`src/rtl/multicycle_datapath.sv`:
```
// rtl/multicycle_datapath.sv - multi-cycle 16-register datapath with ROM fetch, injection and debug port
//
// Purpose:
//   Sequences FETCH/DECODE/EXEC/MEM/WB over a synchronous-read instruction ROM.
//   Instructions are issued from IDLE in one of three ways, in priority order:
//   injected from switches, single-stepped, or free-running.
//   The datapath has a 16-entry register file, a data RAM and an add/sub ALU,
//   and supports a beq branch.
//
// Ports:
//   i_clk         rising-edge clock
//   i_reset       synchronous active-high reset
//   o_imem_addr   registered ROM address (tracks the program counter)
//   i_imem_data   ROM word, valid the cycle after o_imem_addr changes
//   i_run_en      level: issue instructions back-to-back
//   i_step        pulse: issue one instruction from IDLE
//   i_inj_valid   injected instruction offered
//   i_inj_instr   injected instruction word
//   o_inj_ready   high in the IDLE cycle an injected instruction is taken
//   o_busy        high whenever the FSM is not IDLE
//   o_retire      one-cycle pulse in the last state of each instruction
//   o_pc          program counter
//   o_ir          instruction register
//   o_zero        zero flag of the last ADD/SUB result
//   i_dbg_sel     debug source: 0 register file, 1 data memory
//   i_dbg_addr    debug read address
//   o_dbg_data    registered debug read data
module multicycle_datapath #(
   parameter int DATA_W = 8,
   parameter int PC_W   = 5,
   parameter int DMEM_D = 16
) (
   input  logic              i_clk,
   input  logic              i_reset,
   output logic [PC_W-1:0]   o_imem_addr,
   input  logic [15:0]       i_imem_data,
   input  logic              i_run_en,
   input  logic              i_step,
   input  logic              i_inj_valid,
   input  logic [15:0]       i_inj_instr,
   output logic              o_inj_ready,
   output logic              o_busy,
   output logic              o_retire,
   output logic [PC_W-1:0]   o_pc,
   output logic [15:0]       o_ir,
   output logic              o_zero,
   input  logic              i_dbg_sel,
   input  logic [3:0]        i_dbg_addr,
   output logic [DATA_W-1:0] o_dbg_data
);

   localparam int DA_W = (DMEM_D > 1) ? $clog2(DMEM_D) : 1;

   localparam logic [2:0] OP_LOADI  = 3'd0;
   localparam logic [2:0] OP_LOAD   = 3'd1;
   localparam logic [2:0] OP_STORE  = 3'd2;
   localparam logic [2:0] OP_ADD    = 3'd3;
   localparam logic [2:0] OP_SUB    = 3'd4;
   localparam logic [2:0] OP_BEQ    = 3'd5;
   localparam logic [2:0] OP_STOREI = 3'd6;

   typedef enum logic [2:0] {
      S_IDLE, S_FETCH, S_DECODE, S_EXEC, S_MEM, S_WB
   } state_t;

   state_t r_state;
   state_t w_state_next;

   logic [DATA_W-1:0] r_regs [16];
   logic [DATA_W-1:0] r_mem  [DMEM_D];
   logic [15:0]       r_ir;
   logic [PC_W-1:0]   r_pc;
   logic [PC_W-1:0]   r_imem_addr;
   logic [DATA_W-1:0] r_a;
   logic [DATA_W-1:0] r_b;
   logic [DATA_W-1:0] r_alu;
   logic [DATA_W-1:0] r_mdr;
   logic [DATA_W-1:0] r_dbg;
   logic              r_zero;
   logic              r_inj;       // current instruction was injected, not fetched
   logic              r_run_mode;  // current instruction was issued by run_en

   logic [2:0]        w_op;
   logic [3:0]        w_rd;
   logic [3:0]        w_ra;
   logic [3:0]        w_rb;
   logic [DATA_W-1:0] w_imm;
   logic [PC_W-1:0]   w_tgt;
   logic [DATA_W-1:0] w_sum;
   logic [DATA_W-1:0] w_diff;
   logic              w_last;
   logic              w_cont;
   logic              w_take;
   logic              w_taken;
   logic [PC_W-1:0]   w_pc_next;

   // RAM addresses are 4-bit fields folded onto the configured depth.
   function automatic logic [DA_W-1:0] f_maddr(input logic [3:0] a);
      return DA_W'(32'(a) % DMEM_D);
   endfunction

   assign w_op   = r_ir[15:13];
   assign w_rd   = r_ir[11:8];
   assign w_ra   = r_ir[7:4];
   assign w_rb   = r_ir[3:0];
   assign w_imm  = DATA_W'(r_ir[7:0]);
   assign w_tgt  = r_ir[8 +: PC_W];
   assign w_sum  = r_a + r_b;
   assign w_diff = r_a - r_b;
   assign w_cont = r_run_mode && i_run_en;
   assign w_taken = (r_state == S_EXEC) && (w_op == OP_BEQ) && (r_a == r_b);

   // Next-state and control outputs
   always_comb begin
      w_state_next = r_state;
      w_last       = 1'b0;
      w_take       = 1'b0;
      case (r_state)
         S_IDLE: begin
            if (i_inj_valid) begin
               w_take       = 1'b1;
               w_state_next = S_DECODE;
            end else if (i_step || i_run_en) begin
               w_state_next = S_FETCH;
            end
         end
         S_FETCH:  w_state_next = S_DECODE;
         S_DECODE: w_state_next = S_EXEC;
         S_EXEC: begin
            case (w_op)
               OP_LOADI, OP_ADD, OP_SUB:      w_state_next = S_WB;
               OP_LOAD, OP_STORE, OP_STOREI:  w_state_next = S_MEM;
               default: begin
                  w_last       = 1'b1;
                  w_state_next = w_cont ? S_FETCH : S_IDLE;
               end
            endcase
         end
         S_MEM: begin
            if (w_op == OP_LOAD) begin
               w_state_next = S_WB;
            end else begin
               w_last       = 1'b1;
               w_state_next = w_cont ? S_FETCH : S_IDLE;
            end
         end
         S_WB: begin
            w_last       = 1'b1;
            w_state_next = w_cont ? S_FETCH : S_IDLE;
         end
         default: w_state_next = S_IDLE;
      endcase
   end

   always_ff @(posedge i_clk) begin
      if (i_reset) r_state <= S_IDLE;
      else         r_state <= w_state_next;
   end

   // A taken branch overrides the sequential increment; injected
   // instructions do not advance the pc.
   always_comb begin
      w_pc_next = r_pc;
      if (w_last) begin
         if (w_taken)     w_pc_next = w_tgt;
         else if (!r_inj) w_pc_next = r_pc + PC_W'(1);
      end
   end

   always_ff @(posedge i_clk) begin
      if (i_reset) begin
         r_ir        <= '0;
         r_pc        <= '0;
         r_imem_addr <= '0;
         r_a         <= '0;
         r_b         <= '0;
         r_alu       <= '0;
         r_mdr       <= '0;
         r_dbg       <= '0;
         r_zero      <= 1'b0;
         r_inj       <= 1'b0;
         r_run_mode  <= 1'b0;
         for (int i = 0; i < 16; i++)     r_regs[i] <= '0;
         for (int i = 0; i < DMEM_D; i++) r_mem[i]  <= '0;
      end else begin
         // Nonblocking read: a write to the same location this cycle shows next time.
         r_dbg       <= i_dbg_sel ? r_mem[f_maddr(i_dbg_addr)] : r_regs[i_dbg_addr];
         r_pc        <= w_pc_next;
         r_imem_addr <= w_pc_next;
         case (r_state)
            S_IDLE: begin
               if (i_inj_valid) begin
                  r_ir       <= i_inj_instr;
                  r_inj      <= 1'b1;
                  r_run_mode <= 1'b0;
               end else if (i_step || i_run_en) begin
                  r_inj      <= 1'b0;
                  r_run_mode <= !i_step;
               end
            end
            S_FETCH:  r_ir <= i_imem_data;
            S_DECODE: begin
               r_a <= r_regs[w_ra];
               r_b <= r_regs[w_rb];
            end
            S_EXEC: begin
               if (w_op == OP_ADD) begin
                  r_alu  <= w_sum;
                  r_zero <= (w_sum == '0);
               end else if (w_op == OP_SUB) begin
                  r_alu  <= w_diff;
                  r_zero <= (w_diff == '0);
               end
            end
            S_MEM: begin
               case (w_op)
                  OP_LOAD:   r_mdr <= r_mem[f_maddr(w_ra)];
                  OP_STORE:  r_mem[f_maddr(w_rd)] <= r_a;
                  OP_STOREI: r_mem[f_maddr(w_rd)] <= w_imm;
                  default:   ;
               endcase
            end
            S_WB: begin
               case (w_op)
                  OP_LOADI: r_regs[w_rd] <= w_imm;
                  OP_LOAD:  r_regs[w_rd] <= r_mdr;
                  default:  r_regs[w_rd] <= r_alu;
               endcase
            end
            default: ;
         endcase
      end
   end

   assign o_imem_addr = r_imem_addr;
   assign o_inj_ready = w_take && !i_reset;
   assign o_busy      = (r_state != S_IDLE);
   assign o_retire    = w_last && !i_reset;
   assign o_pc        = r_pc;
   assign o_ir        = r_ir;
   assign o_zero      = r_zero;
   assign o_dbg_data  = r_dbg;

endmodule

```
`config.mk`:
```
export PLATFORM = sky130hd
export DESIGN_NAME = multicycle_datapath
export DESIGN_NICKNAME = d
export VERILOG_FILES = /design/src/rtl/multicycle_datapath.sv
export SDC_FILE = /design/constraint.sdc
export NUM_CORES = 1
export LEC_CHECK = 0
export BUFFER_PORTS_ARGS = -buffer_cell sky130_fd_sc_hd__buf_4
export CORE_MARGIN = 2
export CORE_UTILIZATION = 50
export CTS_BUF_LIST = sky130_fd_sc_hd__clkbuf_8
export DETAILED_ROUTE_END_ITERATION = 6
export HOLD_SLACK_MARGIN = 0.08
export PLACE_DENSITY_LB_ADDON = 0.12
export SLEW_MARGIN = 20
export SYNTH_ARGS = -nofsm -noshare
export SYNTH_HDL_FRONTEND = slang
export SYNTH_SLANG_ARGS = --single-unit
```
`constraint.sdc`:
```
create_clock -name i_clk -period 3 [get_ports i_clk]
set_clock_uncertainty 0.2 [all_clocks]
set_input_delay 0.75 -clock i_clk [delete_from_list [all_inputs] [get_ports i_clk]]
set_output_delay 0.75 -clock i_clk [all_outputs]
set_load 0.05 [all_outputs]
```
==> Word level (Yosys, flattened, before mapping) <==
Memories as Yosys holds them, arrays and structs flattened. A register that Yosys moved wholly into a read port is not among the register bits.
Cells that the tools add are included.
{ "word_totals": {"out_inout_bits": 38, "n_memories": 2, "rom_bits": 0, "reg_bits": 43, "latchBits": 0, "ramBits": 256, "wordCells": 113} }
{ "classes": {"shift": 0, "n_addsub": 3, "div_mod_pow": 0, "n_mul": 0, "n_eq_ne": 15, "n_reduce_logical": 27, "bitwise_logic": 3, "order_cmp": 0, "mux": 55} }
{ "mem_list": {"columns": ["name", "words", "word_bits", "read_ports", "rd_ports_with_merged_regs", "write_ports", "line_no", "source"], "rows": [
  ["r_mem", 16, 8, 2, 1, 16, "70", "logic [DATA_W-1:0] r_mem [DMEM_D];"],
  ["r_regs", 16, 8, 3, 2, 16, "69", "logic [DATA_W-1:0] r_regs [16];"]
]} }
{ "op_table": {"columns": ["op", "n"], "rows": [
  ["$mux W8", 8],
  ["$mux W1", 35],
  ["$pmux W16 S2", 1],
  ["$pmux W3 S6", 1],
  ["$logic_not A8 Y1", 2],
  ["$mux W16", 1],
  ["$reduce_or A8 Y1", 2],
  ["$eq A3 B3 Y1 const B", 5],
  ["$eq A3 B2 Y1 const B", 4],
  ["$mux W5", 2],
  ["$reduce_and A2 Y1", 5],
  ["$mux W3", 3],
  ["$add A8 B8 Y8", 1],
  ["$eq A8 B8 Y1", 1],
  ["$mux W4", 2],
  ["$sub A8 B8 Y8", 1],
  ["$eq A3 B1 Y1 const B", 2],
  ["$logic_not A3 Y1", 2],
  ["$pmux W3 S2", 1],
  ["$reduce_bool A2 Y1", 3],
  ["$reduce_or A3 Y1", 2],
  ["$reduce_or A6 Y1", 1],
  ["$add A5 B1 Y5 const B", 1],
  ["$logic_and A1 B1 Y1", 5],
  ["9 further kinds", 12]
]} }

==> Logic depth before layout (Yosys ltp) <==
{ "depth": {"depth_word": 9, "depth_mapped": 10, "depth_no_buf": 9} }

==> Worst setup path after synthesis <==
No wires, ideal clock.
{ "synth_timing": {"path_type": "flip-flop to flip-flop", "start": "reg r_ir[13], in the netlist o_ir[13]", "end": "mem r_regs[10][3], data pin", "t_arrival_ns": 2.608, "slack_ns": -0.073, "stages_incl_launch_ff": 9, "n_path_buf": 3, "required_time_ns": 2.535, "setup_ns": 0.265, "path_cell_list": "dfxtp_1 > buf_2 > nor3b_1 > nor2b_1 > buf_2 > mux2_2 > mux2i_1 > clkbuf_1 > nor2_1"} }
{ "synth_rtl": {"columns": ["item", "line_no", "source"], "rows": [
  ["start, declared", "71", "logic [15:0] r_ir;"],
  ["start signal, assigned", "193", "r_ir <= i_inj_instr;"],
  ["start signal, assigned", "201", "S_FETCH: r_ir <= i_imem_data;"],
  ["end, declared", "69", null]
]} }

==> Worst setup path in the final report <==
{ "layout_timing": {"start": "reg r_state[2]", "end": "out o_retire"} }
{ "layout_via": {"elab_chain_cells": 3, "elab_cells_between_ends": 5, "classes_between": "eq/ne: 3; mux: 1; reduce/logical: 1"} }
{ "layout_rtl": {"columns": ["item", "line_no", "source"], "rows": [
  ["start, declared", "66", "state_t r_state;"],
  ["start signal, assigned", "157", "else r_state <= w_state_next;"],
  ["$eq A3 B3 Y1 or $eq A3 B2 Y1 (tied branches)", "118", "case (r_state)"],
  ["$pmux W1 S3 (*)", "118", null],
  ["$logic_and A1 B1 Y1 (*)", "238", "assign o_retire = w_last && !i_reset;"],
  ["end, declared", "43", "output logic o_retire,"]
]} }
Mark *: on every way between the ends. The rest lies on a longest branch, timed or not.

==> impl_metrics.tcl <==
set metrics [dict create \
    rr_startpoint "r_b[4]" \
    async_flop_share_pct 0 \
    core.rowCount 68 \
    die_area_um2 36990 \
    antenna-diode-count 0 \
    hold_viol 0 \
    grt_pass1_vias 12140 \
    ios 80 \
    gp_congestion 0.8793 \
    port_buffers 79 \
    status "completed" \
    grt_use_total_pct 28.14 \
    grt_first_pass_wirelength_mm 75.81 \
    yosys.area.top_type "edfxtp_1" \
    max_freq_mhz 350.0 \
    wl_mm 50.33 \
    hold_end "r_run_mode" \
    slew_headroom_pct 43.31 \
    root_buffer "clkbuf_8" \
    synth.distinct_cells 59 \
    worst_pin_slew_ps 849.1 \
    clkLatencyLatePin_ps 640 \
    clk_path_buf_depth 3 \
    cts_buffers 53 \
    yosysWarnings 0 \
    final_antenna_net_count 0 \
    grt_antenna_before_repair 0 \
    vias 12520 \
    vias_per_cell 6.352 \
    worstSetupEndpointType "primary output" \
    setup_violations 0 \
    cts.clk_slew.worst_paths_ps 60 \
    htree_levels 2 \
    hold_depth 4 \
    dp.cells 1871 \
    die_h_um 192.3 \
    yosysSeqAreaShare_pct 50.91 \
    fin_crit_ps 2857 \
    area_growth_pct 16.55 \
    synth.area.top_cells "edfxtp_1 (43%), mux4_2 (25%), dfxtp_1 (7.6%), nor2_1 (6.9%), mux2i_1 (2.6%)" \
    die_w_um 192.3 \
    cts.sinks 323 \
    worst_setup_path_start_kind "register" \
    cp.required_ps 2050 \
    wl_per_cell_um 25.53 \
    synthFlopType "edfxtp_1" \
    syn_area_um2 17730 \
    syn_avg_cell_area_um2 13.29 \
    p_leak_nw 7.266 \
    grt_max_degree 57 \
    drv_cap 0 \
    layout.nets 1531 \
    dr.pass1.iters 6 \
    r2r_end "o_imem_addr[0]" \
    hp-class "primary input to register" \
    tns_ps 0 \
    drc 0 \
    cts_tree "yes" \
    cp.arrival_ps 1910 \
    power_density_nw_per_um2 608.7 \
    grt_overflow 0 \
    layout.cells.non_filler 1971 \
    regToRegSetupSlack_ps 300 \
    drt_iter0_drc 1513 \
    criticalPathCategory "register to primary output" \
    initial_utilization_pct 51.08 \
    reg2regPathDepth 8 \
    peakVddDrop_mv 0.3382 \
    yosysTopAreaCellShare_pct 43.35 \
    min_from "i_step" \
    ys_seq_elements 323 \
    layout-drive-gt1-share_pct 32.39 \
    cts_setup_buffers 0 \
    dpl.hpwl_mm 37.59 \
    finalCritPeriodShare_pct 95.24 \
    critPathMaxFanout 9 \
    coreArea_um2 34710 \
    drv_slew 0 \
    rsz0062_at_grt "no" \
    syn-instance-count 1334 \
    synth_edf_count 256 \
    syn_nets 1394 \
]
==> flip-flops by register name, summed over array words and instances (netlist names) <==
name	flops
r_state	3
r_alu	8
r_regs	128
r_mdr	8
o_zero	1
r_run_mode	1
o_dbg_data	8
r_a	8
r_b	8
o_imem_addr	5
r_mem	128
r_inj	1
o_ir	16
==> how the worst max path moves through the flow <==
stage | start | endpoint | slack (ps) | cells past startpoint
after floorplan | i_reset | o_inj_ready | 70 | 4
after global placement | i_dbg_addr[0] | o_dbg_data[3] | 180 | 6
after detailed placement | i_dbg_addr[0] | o_dbg_data[6] | 160 | 6
after CTS | r_state[0] | o_retire | 10 | 5
after global routing | r_state[2] | o_retire | 10 | 6
final | r_state[2] | o_retire | 140 | 6
==> cells in the final DEF, fill, tap and decap left out, types with 16 or more instances in the layout <==
master / instances
mux2i_1: 42
clkbuf_8: 60
inv_1: 25
a211oi_1: 26
buf_4: 174
mux4_2: 200
a21oi_1: 44
nor2_1: 327
nand2b_1: 41
dfxtp_1: 61
edfxtp_1: 256
nand2_1: 79
ha_1: 16
==> through the flow <==
stage | util (%) | power (mW) | worst slack [ps] | cell area (um2) | hold WS (ps)
after floorplan | - | 7.237 | 74.40 | 17740 | 236.0
after global placement | 55.99 | 8.218 | 181.0 | 19440 | 246.4
after detailed placement | 55.99 | 8.235 | 159.4 | 19440 | 256.2
after CTS | 59.51 | 12.66 | 12.27 | 20660 | 222.7
after global routing | 59.54 | 13.04 | 11.94 | 20670 | 264.3
final | 59.54 | 12.58 | 142.8 | 20670 | 254.8
==> layer usage <==
metal  global-route usage (%)  share of wire, %  vias up
met5                        0                 0        -
met3                    6.201                12       84
met4                    9.454               3.1        0
met2                    42.65                45      795
met1                    40.64                40     6272
li1                         -                 -     5368
==> kinds of logic (layout without fill, tap and decap cells) <==
| kind of cell | after synthesis | count (layout) | synth area share [%] |
|---|---|---|---|
| flops | 323 | 323 | 50.91 |
| compound gates | 108 | 108 | 3.958 |
| simple gates | 505 | 505 | 12.16 |
| buf+inv | 120 | 302 | 2.865 |
| xor+xnor | 10 | 10 | 0.4939 |
| mux | 250 | 250 | 28.25 |
| fa+ha+maj | 18 | 18 | 1.355 |
==> cells in the mapped netlist, types with 2 or more instances <==
cell type  instances
a211oi_1          26
a21o_1             4
a21oi_1           45
a22o_1             5
buf_1             14
buf_2             31
buf_4              5
clkbuf_1          54
dfxtp_1           67
edfxtp_1         256
fa_1               2
ha_1              16
inv_1             12
inv_2              3
mux2_1             3
mux2i_1           46
mux4_2           200
nand2_1           79
nand2b_1          41
nand3_1            6
nand3b_1           3
nand4_1            2
nor2_1           328
nor2_2             2
nor2b_1           11
nor3_1             9
nor3b_1            5
nor4_1             2
o211ai_1           3
o21ai_0            7
o21ai_1            4
o31a_1             2
or3_1              6
or3b_1             2
xnor2_1            5
xor2_1             5
==> final cells by class <==
class / count / area (um2)
repair buffers: 186 / 1546
clock inverters: 40 / 385.4
flip-flops and latches: 323 / 9044
clock buffers: 60 / 825.8
multi-input cells: 891 / 8238
inverters: 16 / 60.06
well taps: 455 / 569.3
fillers: 2777 / 14040
==> where the power goes <==
group	leakage (nW)	internal, mW	switching [mW]	total (mW)
Sequential	3.19	5.03	0.304	5.33
Clock	0.669	2.54	1.88	4.42
Combinational	3.40	1.30	1.53	2.83
==> worst max-delay path: stages (launching register included) <==
cell and delay [ps]:
dfxtp_1 310, buf_4 160, nand3b_1 230, nor2_2 210
a21oi_2 60, nor2_1 110, buf_4 210
==> what timing repair did <==
action | in CTS | in global routing
gates resized for setup | 2 | 5
setup endpoints to repair | 2 | 1
hold buffers | 0 | 0
(Power assumes the default switching activity.)
